`config.mk`:
```
export PLATFORM = sky130hd
export DESIGN_NAME = unison_readout_capture
export DESIGN_NICKNAME = d
export VERILOG_FILES = /design/src/rtl/unison_readout_capture.sv
export SDC_FILE = /design/constraint.sdc
export NUM_CORES = 1
export LEC_CHECK = 0
export CORE_ASPECT_RATIO = 1.1
export CORE_MARGIN = 4
export CORE_UTILIZATION = 60
export DETAILED_ROUTE_END_ITERATION = 16
export DONT_BUFFER_PORTS = 1
export MAX_ROUTING_LAYER = met4
export PLACE_DENSITY_LB_ADDON = 0.15
export SYNTH_ARGS = -nofsm -noshare
export SYNTH_HDL_FRONTEND = slang
export SYNTH_SLANG_ARGS = --single-unit
```
`constraint.sdc`:
```
create_clock -name wb_clk_i -period 6.8 [get_ports wb_clk_i]
set_input_delay 1.36 -clock wb_clk_i [delete_from_list [all_inputs] [get_ports wb_clk_i]]
set_output_delay 1.36 -clock wb_clk_i [all_outputs]
set_load 0.01 [all_outputs]
```
`src/rtl/unison_readout_capture.sv`:
```
// Wishbone-readable capture of one digital_unison channel's I/Q readout stream.
// Samples are packed 8 nibbles to a word and queued in a FIFO for firmware to drain.
module unison_readout_capture #(
  parameter int unsigned NUM_CH     = 6,
  parameter int unsigned FIFO_DEPTH = 16,
  parameter logic [31:0] ADDR_BASE  = 32'h3000_0000
) (
  input  logic                  wb_clk_i,
  input  logic                  wb_rst_i,
  input  logic                  wbs_stb_i,
  input  logic                  wbs_cyc_i,
  input  logic                  wbs_we_i,
  input  logic [3:0]            wbs_sel_i,
  input  logic [31:0]           wbs_dat_i,
  input  logic [31:0]           wbs_adr_i,
  output logic                  wbs_ack_o,
  output logic [31:0]           wbs_dat_o,
  input  logic [NUM_CH-1:0]     clk_master,
  input  logic [4*NUM_CH-1:0]   read_out,
  output logic                  irq_o
);

  localparam int unsigned CH_W  = (NUM_CH > 1) ? $clog2(NUM_CH) : 1;
  localparam int unsigned PTR_W = (FIFO_DEPTH > 1) ? $clog2(FIFO_DEPTH) : 1;
  localparam int unsigned CNT_W = PTR_W + 1;

  // control register fields
  logic             en_q;
  logic [3:0]       sel_q;
  logic [7:0]       thresh_q;

  // synchronizer / edge detector
  logic             clk_s1, clk_s2, clk_prev;
  logic [3:0]       nib_s1, nib_s2;
  logic [1:0]       settle_q;

  // packer
  logic [2:0]       k_q;
  logic [31:0]      word_q;

  // FIFO
  logic [31:0]      mem [FIFO_DEPTH];
  logic [PTR_W-1:0] rd_ptr_q, wr_ptr_q;
  logic [CNT_W-1:0] count_q;
  logic             ovf_q;

  logic [CH_W-1:0]  ch_c;
  logic             raw_clk_c;
  logic [3:0]       raw_nib_c;
  logic             hit_c, req_c, wr_c, rd_c, pop_c;
  logic [1:0]       off_c;
  logic             ctrl_wr_c, new_en_c, clr_c, sel_chg_c, discard_c, ovf_clr_c;
  logic [3:0]       new_sel_c;
  logic [7:0]       new_thresh_c;
  logic             edge_c, cap_c, push_req_c, push_ok_c, drop_c;
  logic             full_c, empty_c;
  logic [31:0]      push_word_c, status_c, rdata_c;
  logic             unused_c;

  // Channel select; out-of-range selections fall back to channel 0
  always_comb begin
    ch_c      = ({28'd0, sel_q} < 32'(NUM_CH)) ? CH_W'(sel_q) : '0;
    raw_clk_c = 1'b0;
    raw_nib_c = '0;
    for (int c = 0; c < NUM_CH; c++) begin
      if (ch_c == CH_W'(c)) begin
        raw_clk_c = clk_master[c];
        raw_nib_c = read_out[4*c +: 4];
      end
    end
  end

  // Bus decode, register-write effects and capture/FIFO decisions
  always_comb begin
    hit_c        = (wbs_adr_i[31:4] == ADDR_BASE[31:4]);
    req_c        = wbs_stb_i & wbs_cyc_i & hit_c & ~wbs_ack_o;
    wr_c         = req_c & wbs_we_i;
    rd_c         = req_c & ~wbs_we_i;
    off_c        = wbs_adr_i[3:2];
    full_c       = (count_q == CNT_W'(FIFO_DEPTH));
    empty_c      = (count_q == '0);
    pop_c        = rd_c && (off_c == 2'd2) && !empty_c;

    ctrl_wr_c    = wr_c && (off_c == 2'd0);
    new_en_c     = wbs_sel_i[0] ? wbs_dat_i[0]     : en_q;
    new_sel_c    = wbs_sel_i[0] ? wbs_dat_i[7:4]   : sel_q;
    new_thresh_c = wbs_sel_i[2] ? wbs_dat_i[23:16] : thresh_q;
    clr_c        = ctrl_wr_c && wbs_sel_i[1] && wbs_dat_i[8];
    sel_chg_c    = ctrl_wr_c && (new_sel_c != sel_q);
    discard_c    = (ctrl_wr_c && en_q && !new_en_c) || sel_chg_c || clr_c;
    ovf_clr_c    = wr_c && (off_c == 2'd1) && wbs_sel_i[1] && wbs_dat_i[9];

    edge_c       = clk_s2 && !clk_prev && (settle_q == 2'd0);
    cap_c        = edge_c && en_q && !discard_c;
    push_req_c   = cap_c && (k_q == 3'd7);
    push_word_c  = {nib_s2, word_q[27:0]};
    push_ok_c    = push_req_c && !clr_c && (!full_c || pop_c);
    drop_c       = push_req_c && !clr_c && full_c && !pop_c;

    status_c     = {18'd0, k_q, full_c, ovf_q, empty_c, 8'(count_q)};
    rdata_c      = '0;
    case (off_c)
      2'd0:    rdata_c = {8'd0, thresh_q, 8'd0, sel_q, 3'd0, en_q};
      2'd1:    rdata_c = status_c;
      2'd2:    rdata_c = empty_c ? 32'd0 : mem[rd_ptr_q];
      default: rdata_c = '0;
    endcase
  end

  assign unused_c = ^{wbs_adr_i[1:0], wbs_dat_i[31:24], wbs_dat_i[15:10],
                      wbs_dat_i[3:1], wbs_sel_i[3]};

  // Wishbone single-cycle response
  always_ff @(posedge wb_clk_i) begin
    if (wb_rst_i) begin
      wbs_ack_o <= 1'b0;
      wbs_dat_o <= '0;
    end else begin
      wbs_ack_o <= req_c;
      wbs_dat_o <= rd_c ? rdata_c : 32'd0;
    end
  end

  // CTRL register
  always_ff @(posedge wb_clk_i) begin
    if (wb_rst_i) begin
      en_q     <= 1'b0;
      sel_q    <= '0;
      thresh_q <= '0;
    end else if (ctrl_wr_c) begin
      en_q     <= new_en_c;
      sel_q    <= new_sel_c;
      thresh_q <= new_thresh_c;
    end
  end

  // Two-flop synchronizers; flushed on a channel change and edges held off until refilled
  always_ff @(posedge wb_clk_i) begin
    if (wb_rst_i || sel_chg_c) begin
      clk_s1   <= 1'b0;
      clk_s2   <= 1'b0;
      clk_prev <= 1'b0;
      nib_s1   <= '0;
      nib_s2   <= '0;
      settle_q <= 2'd3;
    end else begin
      clk_s1   <= raw_clk_c;
      clk_s2   <= clk_s1;
      clk_prev <= clk_s2;
      nib_s1   <= raw_nib_c;
      nib_s2   <= nib_s1;
      if (settle_q != 2'd0) settle_q <= settle_q - 2'd1;
    end
  end

  // Nibble packer
  always_ff @(posedge wb_clk_i) begin
    if (wb_rst_i || discard_c) begin
      k_q    <= '0;
      word_q <= '0;
    end else if (cap_c) begin
      word_q[{k_q, 2'b00} +: 4] <= nib_s2;
      k_q                       <= k_q + 3'd1;
    end
  end

  // FIFO storage
  always_ff @(posedge wb_clk_i) begin
    if (push_ok_c) mem[wr_ptr_q] <= push_word_c;
  end

  // FIFO pointers, occupancy and sticky overflow
  always_ff @(posedge wb_clk_i) begin
    if (wb_rst_i || clr_c) begin
      rd_ptr_q <= '0;
      wr_ptr_q <= '0;
      count_q  <= '0;
      ovf_q    <= 1'b0;
    end else begin
      if (push_ok_c) wr_ptr_q <= wr_ptr_q + PTR_W'(1);
      if (pop_c)     rd_ptr_q <= rd_ptr_q + PTR_W'(1);
      if (push_ok_c && !pop_c)      count_q <= count_q + CNT_W'(1);
      else if (pop_c && !push_ok_c) count_q <= count_q - CNT_W'(1);
      if (drop_c)         ovf_q <= 1'b1;
      else if (ovf_clr_c) ovf_q <= 1'b0;
    end
  end

  // Threshold interrupt
  always_ff @(posedge wb_clk_i) begin
    if (wb_rst_i) irq_o <= 1'b0;
    else          irq_o <= en_q && (thresh_q != 8'd0) && (32'(count_q) >= 32'(thresh_q));
  end

endmodule

```
==> flow_metrics.py, run 1 <==
metrics = {
    "global_route": {
        "grt_antenna_before_repair": 0,
        "grt_pass1_wl_mm": 79.3,
        "grt_pass1_vias": 12200,
        "overflow": 0,
        "grt_max_degree": 65,
        "grtUsageTotal_pct": 25.7,
    },
    "placement": {
        "hpwl_mm": 30.6,
        "place_ws_ps": 1450,
        "dp.cells": 1715,
        "gp_congestion": 0.870,
        "portBuffers": 0,
    },
    "clocking": {
        "clock_path_buffers": 3,
        "cts_root_buffer": "clkbuf_16",
        "clkLatencyLatePin_ps": 620,
        "cts.hold.buffers_added": 0,
        "htree_levels": 2,
        "cts_tree": "yes",
        "clk_pin_slew_worst_paths_ps": 60,
        "cts-resized-gates": 0,
        "cts_made_buffers": 58,
        "cts.sink_count": 621,
        "post-cts-setup-buffers": 0,
    },
    "synthesis": {
        "yosys.area_share.simple_pct": 4.43,
        "yosys.area_share.adder_pct": 1.22,
        "syn_inst": 1246,
        "ys_types": 64,
        "synth_largest_area_cell": "edfxtp_1",
        "synthTopCellsByArea": "edfxtp_1 (64%), mux4_2 (15%), dfxtp_1 (9.0%), mux2i_1 (2.2%), nor2_1 (1.2%)",
        "ys_warn_count": 0,
        "synth_compound_area_share_pct": 2.75,
        "seq_area_frac_synth_pct": 72.6,
        "synth_top_family_by_area": "multiplexers",
        "netlist_area_sq_um": 24200,
        "syn_avg_cell_area_sq_um": 19.4,
        "synth_top_cell_area_share_pct": 63.6,
        "synthXorXnorAreaFrac_pct": 0.507,
        "synthMuxAreaShare_pct": 17.0,
        "syn_nets": 1372,
        "synth-edff-count": 512,
        "synth_ff_type": "edfxtp_1",
        "async_reset_ff_share_pct": 0,
        "yosys_register_bits": 621,
    },
    "timing": {
        "setup_viol": 0,
        "fin_crit_sh_pct": 69.9,
        "drv_slew": 0,
        "rsz0062_at_grt": "false",
        "slew_headroom_pct": 23.7,
        "fin_crit_ps": 4760,
        "finClkSkew_ps": 19.7,
        "setup_ws_ps": 2040,
        "tns_ps": 0,
        "fmax_ghz": 0.210,
        "tightest_slew_ps": 1150,
        "report.final.hold_viol_count": 0,
    },
    "power": {
        "p_total_mw": 7.36,
        "total_leakage_power_nw": 9.67,
        "powerDensity_nw_per_um2": 275,
        "peakVddDrop_mv": 0.237,
    },
    "layout": {
        "diodes": 0,
        "syn2layout_area_growth_pct": 10.8,
        "drive_gt1_share_pct": 23.8,
        "fin_nets": 1394,
        "instances_no_fill": 1824,
        "fill_cells": 2488,
    },
    "route": {
        "wl_per_cell_um": 29.2,
        "post-route-drc-count": 0,
        "wl_mm": 53.2,
        "drt_iter0_drc": 1212,
        "vias_per_cell": 6.57,
        "drt_first_pass_iters": 5,
        "final_antenna_net_count": 0,
        "dr_total_vias": 12000,
    },
    "floorplan": {
        "die_h_um": 219,
        "row_count": 76,
        "coreArea_sq_um": 39500,
        "die_w_um": 199,
        "io-pin-count": 137,
        "start_util_pct": 61.3,
        "design.die.area_sq_um": 43600,
    },
    "setup_path": {
        "end_kind": "flop",
        "arrival_ps": 5300,
        "reg2reg_from": "sel_q[2]",
        "cp-start-kind": "primary input",
        "crit_path_max_fanout": 17,
        "worstSetupPathType": "primary input to flop",
        "startpoint": "wbs_adr_i[25]",
        "cp.required_ps": 7340,
    },
    "hold_path": {
        "holdCritPathClass": "flop to flop",
        "hold_start": "nib_s1[3]",
    },
    "job": {
        "cap_violations": 0,
    },
    "outcome": {
        "run_status": "completed",
    },
}
routing by layer:
layer	wire, um	track usage (%)
met3	3940	3.82
met4	1290	7.16
met5	0	-
met2	27100	41.8
met1	20900	34.8
layout by cell type, fill, tap and decap left out, types with 3 or more instances in the layout:
| cell type | synthesis | final |
|---|---|---|
| nor4_1 | 4 | 4 |
| inv_6 | 0 | 3 |
| and3_2 | 0 | 12 |
| clkbuf_16 | 0 | 61 |
| or3_1 | 3 | 3 |
| xor2_1 | 9 | 9 |
| clkbuf_8 | 0 | 4 |
| clkinv_1 | 0 | 7 |
| xnor2_1 | 5 | 5 |
| buf_4 | 0 | 27 |
| a32o_1 | 20 | 20 |
| nand2b_1 | 4 | 4 |
| clkbuf_1 | 48 | 13 |
| nand2_1 | 18 | 18 |
| and2_1 | 19 | 19 |
| nor3_1 | 13 | 8 |
| o31ai_1 | 4 | 3 |
| a21oi_1 | 25 | 25 |
| edfxtp_1 | 512 | 512 |
| nand4_1 | 4 | 4 |
| dfxtp_1 | 109 | 105 |
| nor3_2 | 0 | 5 |
| inv_1 | 26 | 26 |
| and3_1 | 24 | 12 |
| mux2i_1 | 52 | 52 |
| clkinv_2 | 0 | 10 |
| o21ai_0 | 3 | 3 |
| nor4_2 | 4 | 4 |
| nand3_1 | 7 | 7 |
| a21o_1 | 6 | 6 |
| nor2_1 | 76 | 76 |
| o22ai_1 | 5 | 5 |
| ha_1 | 22 | 22 |
| clkinvlp_4 | 0 | 4 |
| bufinv_16 | 0 | 5 |
| mux4_2 | 158 | 158 |
registers in the layout, indices dropped and copies added (netlist names), named ones only:
register   count
mem          512
wbs_dat_o     32
word_q        28
thresh_q       8
count_q        5
nib_s1         4
nib_s2         4
rd_ptr_q       4
sel_q          4
wr_ptr_q       4
k_q            3
settle_q       2
clk_prev       1
clk_s1         1
clk_s2         1
en_q           1
irq_o          1
ovf_q          1
wbs_ack_o      1
per-stage QoR:
| step | util [%] | hold WS [ps] | cell area (sq um) |
|---|---|---|---|
| final | 67.9 | 424 | 26800 |
| after global routing | 67.9 | 436 | 26800 |
| after detailed placement | 63.0 | 412 | 24800 |
| after global placement | 63.0 | 417 | 24800 |
| after floorplan | - | 406 | 24200 |
| after CTS | 67.9 | 426 | 26800 |
kinds of logic after synthesis:
group	after synthesis
simple gates	197
compound gates	85
buf+inv	93
flops	621
fa+ha+maj	23
mux	213
xor+xnor	14
worst paths after layout:
check	depth (start not counted)	slack (ps)	endpoint
worst max-delay path	13	2040	count_q[4]
worst min-delay path	1	420	nib_s2[3]
worst max register to register	13	2370	count_q[4]
worst min register to register	1	420	nib_s2[3]
power breakdown:
part	total [mW]	switching, mW	internal [mW]
Sequential	4.07	0.00895	4.07
Clock	3.26	1.38	1.88
Combinational	0.0322	0.0177	0.0145
cells in the mapped netlist (5+ instances only):
cell      instances
a21oi_1          25
xor2_1            9
a32o_1           20
inv_1            26
nor3_1           13
mux4_2          158
xnor2_1           5
and3_1           24
clkbuf_1         48
mux2i_1          52
and2_1           19
o22ai_1           5
a21o_1            6
nand2_1          18
dfxtp_1         109
nand3_1           7
edfxtp_1        512
nor2_1           76
ha_1             22
buf_1            14
worst max-delay path, stage by stage:
cell       delay, ps
nor4_1           380
nand4_1          310
nor4b_4          540
inv_2            120
a2111oi_4        840
ha_1             330
inv_1            110
fa_1             410
a21o_1           170
a21oi_1          180
xnor2_1          100
or3_1            300
a21oi_1          160
layout make-up:
cell class                      instances  area [sq um]  share of cell area (%)
Tap cell                              507           634                    2.37
Clock inverter                         31           308                    1.15
Timing Repair Buffer                   28           223                   0.832
Clock buffer                           78          1630                    6.09
Inverter                               27           101                   0.378
Sequential cell                       621         17600                    65.6
Multi-Input combinational cell        532          6320                    23.6
Note: power is estimated with default switching activity, not from simulation.
==> inputs of run 2 (changes only) <==
--- a/config.mk
+++ b/config.mk
@@ -5,9 +5,10 @@
 export SDC_FILE = /design/constraint.sdc
 export NUM_CORES = 1
 export LEC_CHECK = 0
+export ABC_AREA = 1
 export CORE_ASPECT_RATIO = 1.1
 export CORE_MARGIN = 4
-export CORE_UTILIZATION = 60
+export CORE_UTILIZATION = 57
 export DETAILED_ROUTE_END_ITERATION = 16
 export DONT_BUFFER_PORTS = 1
 export MAX_ROUTING_LAYER = met4
==> constraint.sdc (replaced) <==
create_clock -name wb_clk_i -period 4 [get_ports wb_clk_i]
set_input_delay 0.8 -clock wb_clk_i [delete_from_list [all_inputs] [get_ports wb_clk_i]]
set_output_delay 0.8 -clock wb_clk_i [all_outputs]
set_load 0.01 [all_outputs]
==> run 2 against run 1 <==
  * Total power grew 70%
  * Hold slack lost 160 ps
  * Flip-flop and latch count is the same
  * Critical path depth grew 5
  * Clock power grew 69%
  * Cell count grew 46%
  * Largest power group unchanged
  * Clock skew grew 4.1 ps
  * Via count grew 36%
  * Critical path type is now flop to flop
  * Register-to-register slack lost 1500 ps
  * Synthesized area grew 1.8%
  * Utilization shrank 3.5 points
==> flow_metrics.py, run 2 <==
metrics = {
    "synthesis": {
        "synth_top_cell_area_share_pct": 62.5,
        "seq_area_frac_synth_pct": 71.3,
        "synth_ff_type": "edfxtp_1",
        "syn_inst": 2055,
        "synth-edff-count": 512,
        "async_reset_ff_share_pct": 0,
        "syn_nets": 2181,
        "synth_largest_area_cell": "edfxtp_1",
        "yosys.cell_count.top_type": "edfxtp_1",
        "netlist_area_sq_um": 24600,
        "syn_avg_cell_area_sq_um": 12.0,
        "ys_types": 44,
        "ys_top_cells_by_count": "edfxtp_1 (512), nor2_1 (374), o21ai_0 (337), nand2_1 (152), dfxtp_1 (109)",
        "synthTopCellsByArea": "edfxtp_1 (62%), dfxtp_1 (8.9%), o21ai_0 (6.9%), nor2_1 (5.7%), nand2_1 (2.3%)",
        "yosys_register_bits": 621,
        "ys_warn_count": 0,
    },
    "power": {
        "p_comb_share_pct": 0.5,
        "power_frac_clock_pct": 44.1,
        "powerDensity_nw_per_um2": 457,
        "power_frac_seq_pct": 55.4,
        "p_int_mw": 10.1,
        "total_leakage_power_nw": 9.52,
        "p_switching_mw": 2.35,
        "swShare_pct": 18.8,
        "peakVddDrop_mv": 0.332,
    },
    "placement": {
        "portBuffers": 0,
        "hpwl_mm": 34.7,
        "gp_congestion": 0.859,
        "place_area_sq_um": 25400,
    },
    "clocking": {
        "htree_levels": 2,
        "cts.sink_count": 621,
        "cts_made_buffers": 58,
        "clk_pin_slew_worst_paths_ps": 60,
        "post-cts-setup-buffers": 0,
        "cts-resized-gates": 0,
        "cts_tree": "yes",
        "cts_root_buffer": "clkbuf_16",
        "clock_path_buffers": 3,
        "clkLatencyLatePin_ps": 620,
        "cts.hold.buffers_added": 0,
    },
    "layout": {
        "largest_register_ffs": 512,
        "final_util_pct": 64.3,
        "top_regs": "mem (512), wbs_dat_o (32), word_q (28)",
        "fill_cells": 3214,
        "layout_common_cells": "edfxtp_1 (512), nor2_1 (369), o21ai_0 (337)",
        "drive_gt1_share_pct": 9.03,
        "final_common_cell": "edfxtp_1",
        "syn2layout_area_growth_pct": 11.1,
        "seq_area_sq_um": 17600,
        "multi_input_area_sq_um": 6290,
        "top_register": "mem",
        "fin_area_sq_um": 27300,
        "fin_nets": 2181,
    },
    "route": {
        "wl_per_cell_um": 22.5,
        "wl_met3_mm": 4.89,
        "dr_total_vias": 16300,
        "top_layer": "met4",
        "wl_met1_mm": 24.6,
        "post-route-drc-count": 0,
        "wl_mm": 60.1,
        "vias_per_cell": 6.10,
        "drt_iter0_drc": 1625,
        "met2_length_mm": 29.1,
        "final_antenna_net_count": 0,
        "drt_first_pass_iters": 5,
    },
    "setup_path": {
        "r2r_cells": 18,
        "arrival_ps": 3610,
        "crit_path_max_fanout": 6,
        "worstSetupPathType": "flop to flop",
        "cp.required_ps": 4470,
        "end_kind": "flop",
        "cp-start-kind": "flop",
    },
    "timing": {
        "drv_slew": 0,
        "setup_viol": 0,
        "finClkSkew_ps": 23.8,
        "tightest_slew_ps": 1090,
        "report.final.hold_viol_count": 0,
        "holdWs_ps": 260,
        "fin_crit_sh_pct": 78.6,
        "fin_crit_ps": 3140,
        "slew_headroom_pct": 27.0,
        "rsz0062_at_grt": "false",
        "tns_ps": 0,
        "fmax_ghz": 0.318,
    },
    "global_route": {
        "grt_pass1_wl_mm": 91.7,
        "grtUsageTotal_pct": 26.6,
        "grt_pass1_vias": 16000,
        "grt_max_degree": 139,
        "grt_antenna_before_repair": 2,
        "overflow": 0,
    },
    "floorplan": {
        "coreArea_sq_um": 42500,
        "row_count": 79,
        "start_util_pct": 57.9,
        "design.die.area_sq_um": 46600,
        "die_w_um": 206,
        "io-pin-count": 137,
        "die_h_um": 226,
    },
    "hold_path": {
        "holdCritPathClass": "primary input to flop",
        "worstHoldPathCells": 1,
    },
    "job": {
        "cap_violations": 0,
    },
    "outcome": {
        "run_status": "completed",
    },
}
-- run 2: changes by cell type after synthesis, sizes merged, moves of 58 or more --
cell	delta
inv	+58
mux4	-158
nand2	+138
nor2	+303
o21ai	+347
o22ai	+79
-- run 2: cells by family after synthesis --
group,Yosys count,share of synthesized area [%]
adders and majority gates,23,1.20
buffers and inverters,207,3.50
AOI/OAI and AO/OA,566,13.1
DFF,621,71.3
xor gates and xnor gates,8,0.285
and+or+nand+nor,630,10.6
-- run 2: routing by layer --
layer | global-route usage [%] | vias to the layer above
li1 | - | 7488
met1 | 35.6 | 7992
met2 | 42.4 | 705
met3 | 5.07 | 120
met4 | 7.39 | 0
met5 | - | -
-- run 2: per-stage QoR --
| step | total power [mW] | instances | setup slack (ps) |
|---|---|---|---|
| 6_report | 12.5 | 2672 | 856 |
| 5_1_grt | 12.9 | 2672 | 587 |
| 4_1_cts | 12.6 | 2671 | 879 |
| 3_5_place_dp | 7.13 | 2562 | 400 |
| 3_3_place_gp | 7.12 | 2562 | 484 |
| 2_1_floorplan | 7.11 | 2055 | -526 |
-- run 2: area by class of cell --
class / count / share of cell area, %
antenna: 1 / 0.00915
clock buffer: 82 / 6.23
clock inverter: 27 / 0.833
inverter: 88 / 1.23
multi-input combinational: 1227 / 23.0
sequential: 621 / 64.2
tap: 567 / 2.59
timing repair buffer: 59 / 1.85
-- run 2: worst paths after layout --
| path | startpoint | end | slack (ps) |
|---|---|---|---|
| setup / recovery | count_q[0] | count_q[4] | 860 |
| hold / removal | wb_rst_i | en_q | 260 |
| setup reg to reg | count_q[0] | count_q[4] | 860 |
| hold reg to reg | nib_s1[1] | nib_s2[1] | 410 |
-- run 2: power groups by stage --
stage | Combinational, mW | Clock, mW | Sequential [mW]
after CTS | 0.0640 | 5.59 | 6.92
after detailed placement | 0.0634 | 0 | 7.06
after global routing | 0.0731 | 5.89 | 6.92
after floorplan | 0.0476 | 0 | 7.06
final | 0.0642 | 5.51 | 6.92
after global placement | 0.0611 | 0 | 7.06
-- run 2: worst max-delay path, stage by stage (launching register included) --
cell     delay (ps)
dfxtp_1         470
nor2_1          110
nand4_1         160
nand2_1         110
inv_1           150
nand3_2         200
nand2_2         170
nand3_4          80
inv_1           130
ha_1            200
inv_1           110
fa_1            410
nand2_1          80
nand2_1          60
a21oi_1         170
nor2_1           60
nor2_1          140
xor2_1          170
nor2_1           50
==> inputs of run 3 (changes only) <==
--- a/config.mk
+++ b/config.mk
@@ -5,7 +5,7 @@
 export SDC_FILE = /design/constraint.sdc
 export NUM_CORES = 1
 export LEC_CHECK = 0
-export ABC_AREA = 1
+export ABC_AREA = 0
 export CORE_ASPECT_RATIO = 1.1
 export CORE_MARGIN = 4
 export CORE_UTILIZATION = 57
==> constraint.sdc (replaced) <==
create_clock -name wb_clk_i -period 2.8 [get_ports wb_clk_i]
set_input_delay 0.56 -clock wb_clk_i [delete_from_list [all_inputs] [get_ports wb_clk_i]]
set_output_delay 0.56 -clock wb_clk_i [all_outputs]
set_load 0.01 [all_outputs]
==> run 3 against run 2 <==
  * The run now ends with negative setup slack left
  * Global-route usage shrank 1.4 points
  * Highest routed layer unchanged
  * Hold slack lost 220 ps
  * Sequential power grew 43%
  * Sequential share of layout area shrank 1.6 points
  * Largest power group unchanged
  * Via count shrank 24%
  * Largest cell class unchanged
  * Design area grew 2.6%
  * Clock skew shrank 5.6 ps
==> flow_metrics.py, run 3 (same netlist as run 1, synthesis figures left out) <==
metrics = {
    "timing": {
        "setup_ws_ps": -188,
        "drv_slew": 0,
        "rsz0062_at_grt": "true",
        "fmax_ghz": 0.335,
        "tightest_slew_ps": 992,
        "slew_headroom_pct": 33.7,
        "fin_crit_ps": 2990,
        "finClkSkew_ps": 18.2,
        "holdWs_ps": 40.5,
        "fin_crit_sh_pct": 107,
        "setup_viol": 17,
        "report.final.hold_viol_count": 0,
    },
    "clocking": {
        "cts.sink_count": 621,
        "clock_path_buffers": 3,
        "cts_tree": "yes",
        "cts_root_buffer": "clkbuf_16",
        "htree_levels": 2,
        "clk_pin_slew_worst_paths_ps": 60,
        "clkLatencyLatePin_ps": 620,
        "cts_made_buffers": 59,
    },
    "layout": {
        "top_regs": "mem (512), wbs_dat_o (32), word_q (28)",
        "largest_register_ffs": 512,
        "final_common_cell": "edfxtp_1",
        "drive_gt1_share_pct": 29.2,
        "syn2layout_area_growth_pct": 16.0,
        "layout_common_cells": "edfxtp_1 (512), mux4_2 (158), dfxtp_1 (103)",
        "diodes": 0,
        "final_util_pct": 67.4,
        "top_register": "mem",
        "fin_nets": 1478,
    },
    "outcome": {
        "run_status": "complete, but fails checks",
        "violations": "negative setup slack",
    },
    "global_route": {
        "grt_pass1_vias": 12600,
        "grt_pass1_wl_mm": 82.5,
        "grtUsageTotal_pct": 25.2,
        "grt_antenna_before_repair": 1,
        "overflow": 0,
        "grt_max_degree": 39,
    },
    "placement": {
        "gp_congestion": 0.873,
        "portBuffers": 0,
        "hpwl_mm": 34.1,
        "place_ws_ps": -580,
    },
    "power": {
        "power_frac_clock_pct": 43.7,
        "total_leakage_power_nw": 10.2,
        "p_comb_share_pct": 0.6,
        "p_total_mw": 17.8,
        "peakVddDrop_mv": 0.531,
        "swShare_pct": 19.0,
        "p_switching_mw": 3.36,
        "p_int_mw": 14.4,
        "powerDensity_nw_per_um2": 633,
        "power_frac_seq_pct": 55.7,
    },
    "route": {
        "vias_per_cell": 6.30,
        "wl_per_cell_um": 28.0,
        "dr_total_vias": 12400,
        "wl_mm": 54.9,
        "final_antenna_net_count": 0,
        "drt_first_pass_iters": 5,
        "post-route-drc-count": 0,
        "drt_iter0_drc": 1118,
    },
    "floorplan": {
        "design.die.area_sq_um": 45800,
        "coreArea_sq_um": 41600,
        "die_w_um": 204,
        "die_h_um": 224,
        "start_util_pct": 58.2,
        "row_count": 78,
        "io-pin-count": 137,
    },
    "setup_path": {
        "arrival_ps": 3540,
        "crit_path_max_fanout": 4,
        "end_kind": "flop",
        "path_cells": "xor2_2, o41ai_2, buf_4, a2111oi_4, a2111oi_4, ha_4, inv_6, fa_2, a21o_1, a21oi_2, xnor2_1, or3_1, a21oi_2",
        "reg2reg_from": "sel_q[1]",
        "critPathSlowestCell": "a2111oi_4",
        "cp.required_ps": 3350,
        "crit_buf_inv": 2,
        "r2r_cells": 13,
        "crit_family": "compound AO/OA/AOI/OAI gates",
        "cp-start-kind": "flop",
        "worstSetupPathType": "flop to flop",
        "slowest_delay_ps": 370,
        "timing.rr.end": "count_q[4]",
        "r2r_slack_ps": -190,
    },
    "job": {
        "cap_violations": 0,
    },
    "hold_path": {
        "holdPathEnd": "wbs_ack_o",
        "holdCritPathClass": "primary input to flop",
        "hold_start": "wb_rst_i",
        "worstHoldPathCells": 1,
    },
}
## run 3: cell types whose count changed in the layout (fill, tap and decap cells not counted), sizes merged, moves of 20 or more
cell	before	now
o22ai	84	5
a32o	0	20
o221ai	53	0
nand2	157	19
mux2i	0	52
buf	59	110
o21ai	350	3
inv	87	29
mux4	0	158
nand3	37	7
and3	0	24
nor2	379	76
## run 3: how the worst max path moves through the flow
| stage | start | end | cells past startpoint |
|---|---|---|---|
| after floorplan | wbs_adr_i[25] | count_q[4] | 14 |
| after global placement | wbs_adr_i[25] | count_q[4] | 13 |
| after detailed placement | wbs_adr_i[4] | count_q[4] | 13 |
| after CTS | sel_q[3] | count_q[4] | 13 |
| after global routing | sel_q[1] | count_q[4] | 13 |
| final | sel_q[1] | count_q[4] | 13 |
## run 3: worst register-to-register path, stage by stage (launching register included)
cell       delay (ps)
dfxtp_2           330
xor2_2            180
o41ai_2           330
buf_4             170
a2111oi_4          80
a2111oi_4         370
ha_4              220
inv_6              50
fa_2              330
a21o_1            180
a21oi_2           130
xnor2_1            90
or3_1             330
a21oi_2           130
## run 3: per-layer routing
layer	track usage [%]	part of all wire, %
met1	34.8	41
met2	40.3	50
met3	3.94	7.4
met4	6.74	2.3
met5	-	0
## run 3: cell type report
type	instances	area, sq um
repair buffers	111	1280
flip-flops and latches	621	17600
clock buffers	84	1650
well taps	560	701
inverters	27	106
clock inverters	26	249
fillers	2686	13500
multi-input cells	532	6480
## run 3: through the flow
step           cells  TNS (ps)  instance area (sq um)
2_1_floorplan   1246   -266850                  24300
3_3_place_gp    1849   -117350                  26000
3_5_place_dp    1849   -111300                  26000
4_1_cts         1960      -796                  28000
5_1_grt         1961     -8020                  28000
6_report        1961      -289                  28000
## run 3: repair_timing
action                     CTS  global route
resized for setup            9             6
hold endpoints to repair    13             0
hold buffers                 1             0
pin swaps                   11             9
setup endpoints to repair  168           143
setup buffers                1             1
## run 3: power groups by stage
stage                     Sequential (mW)  Combinational (mW)  Clock (mW)
after floorplan                      10.1              0.0685           0
after global routing                 9.89               0.111        8.33
after global placement               10.1              0.0900           0
final                                9.89               0.101        7.76
after detailed placement             10.1              0.0929           0
after CTS                            9.89              0.0995        7.92
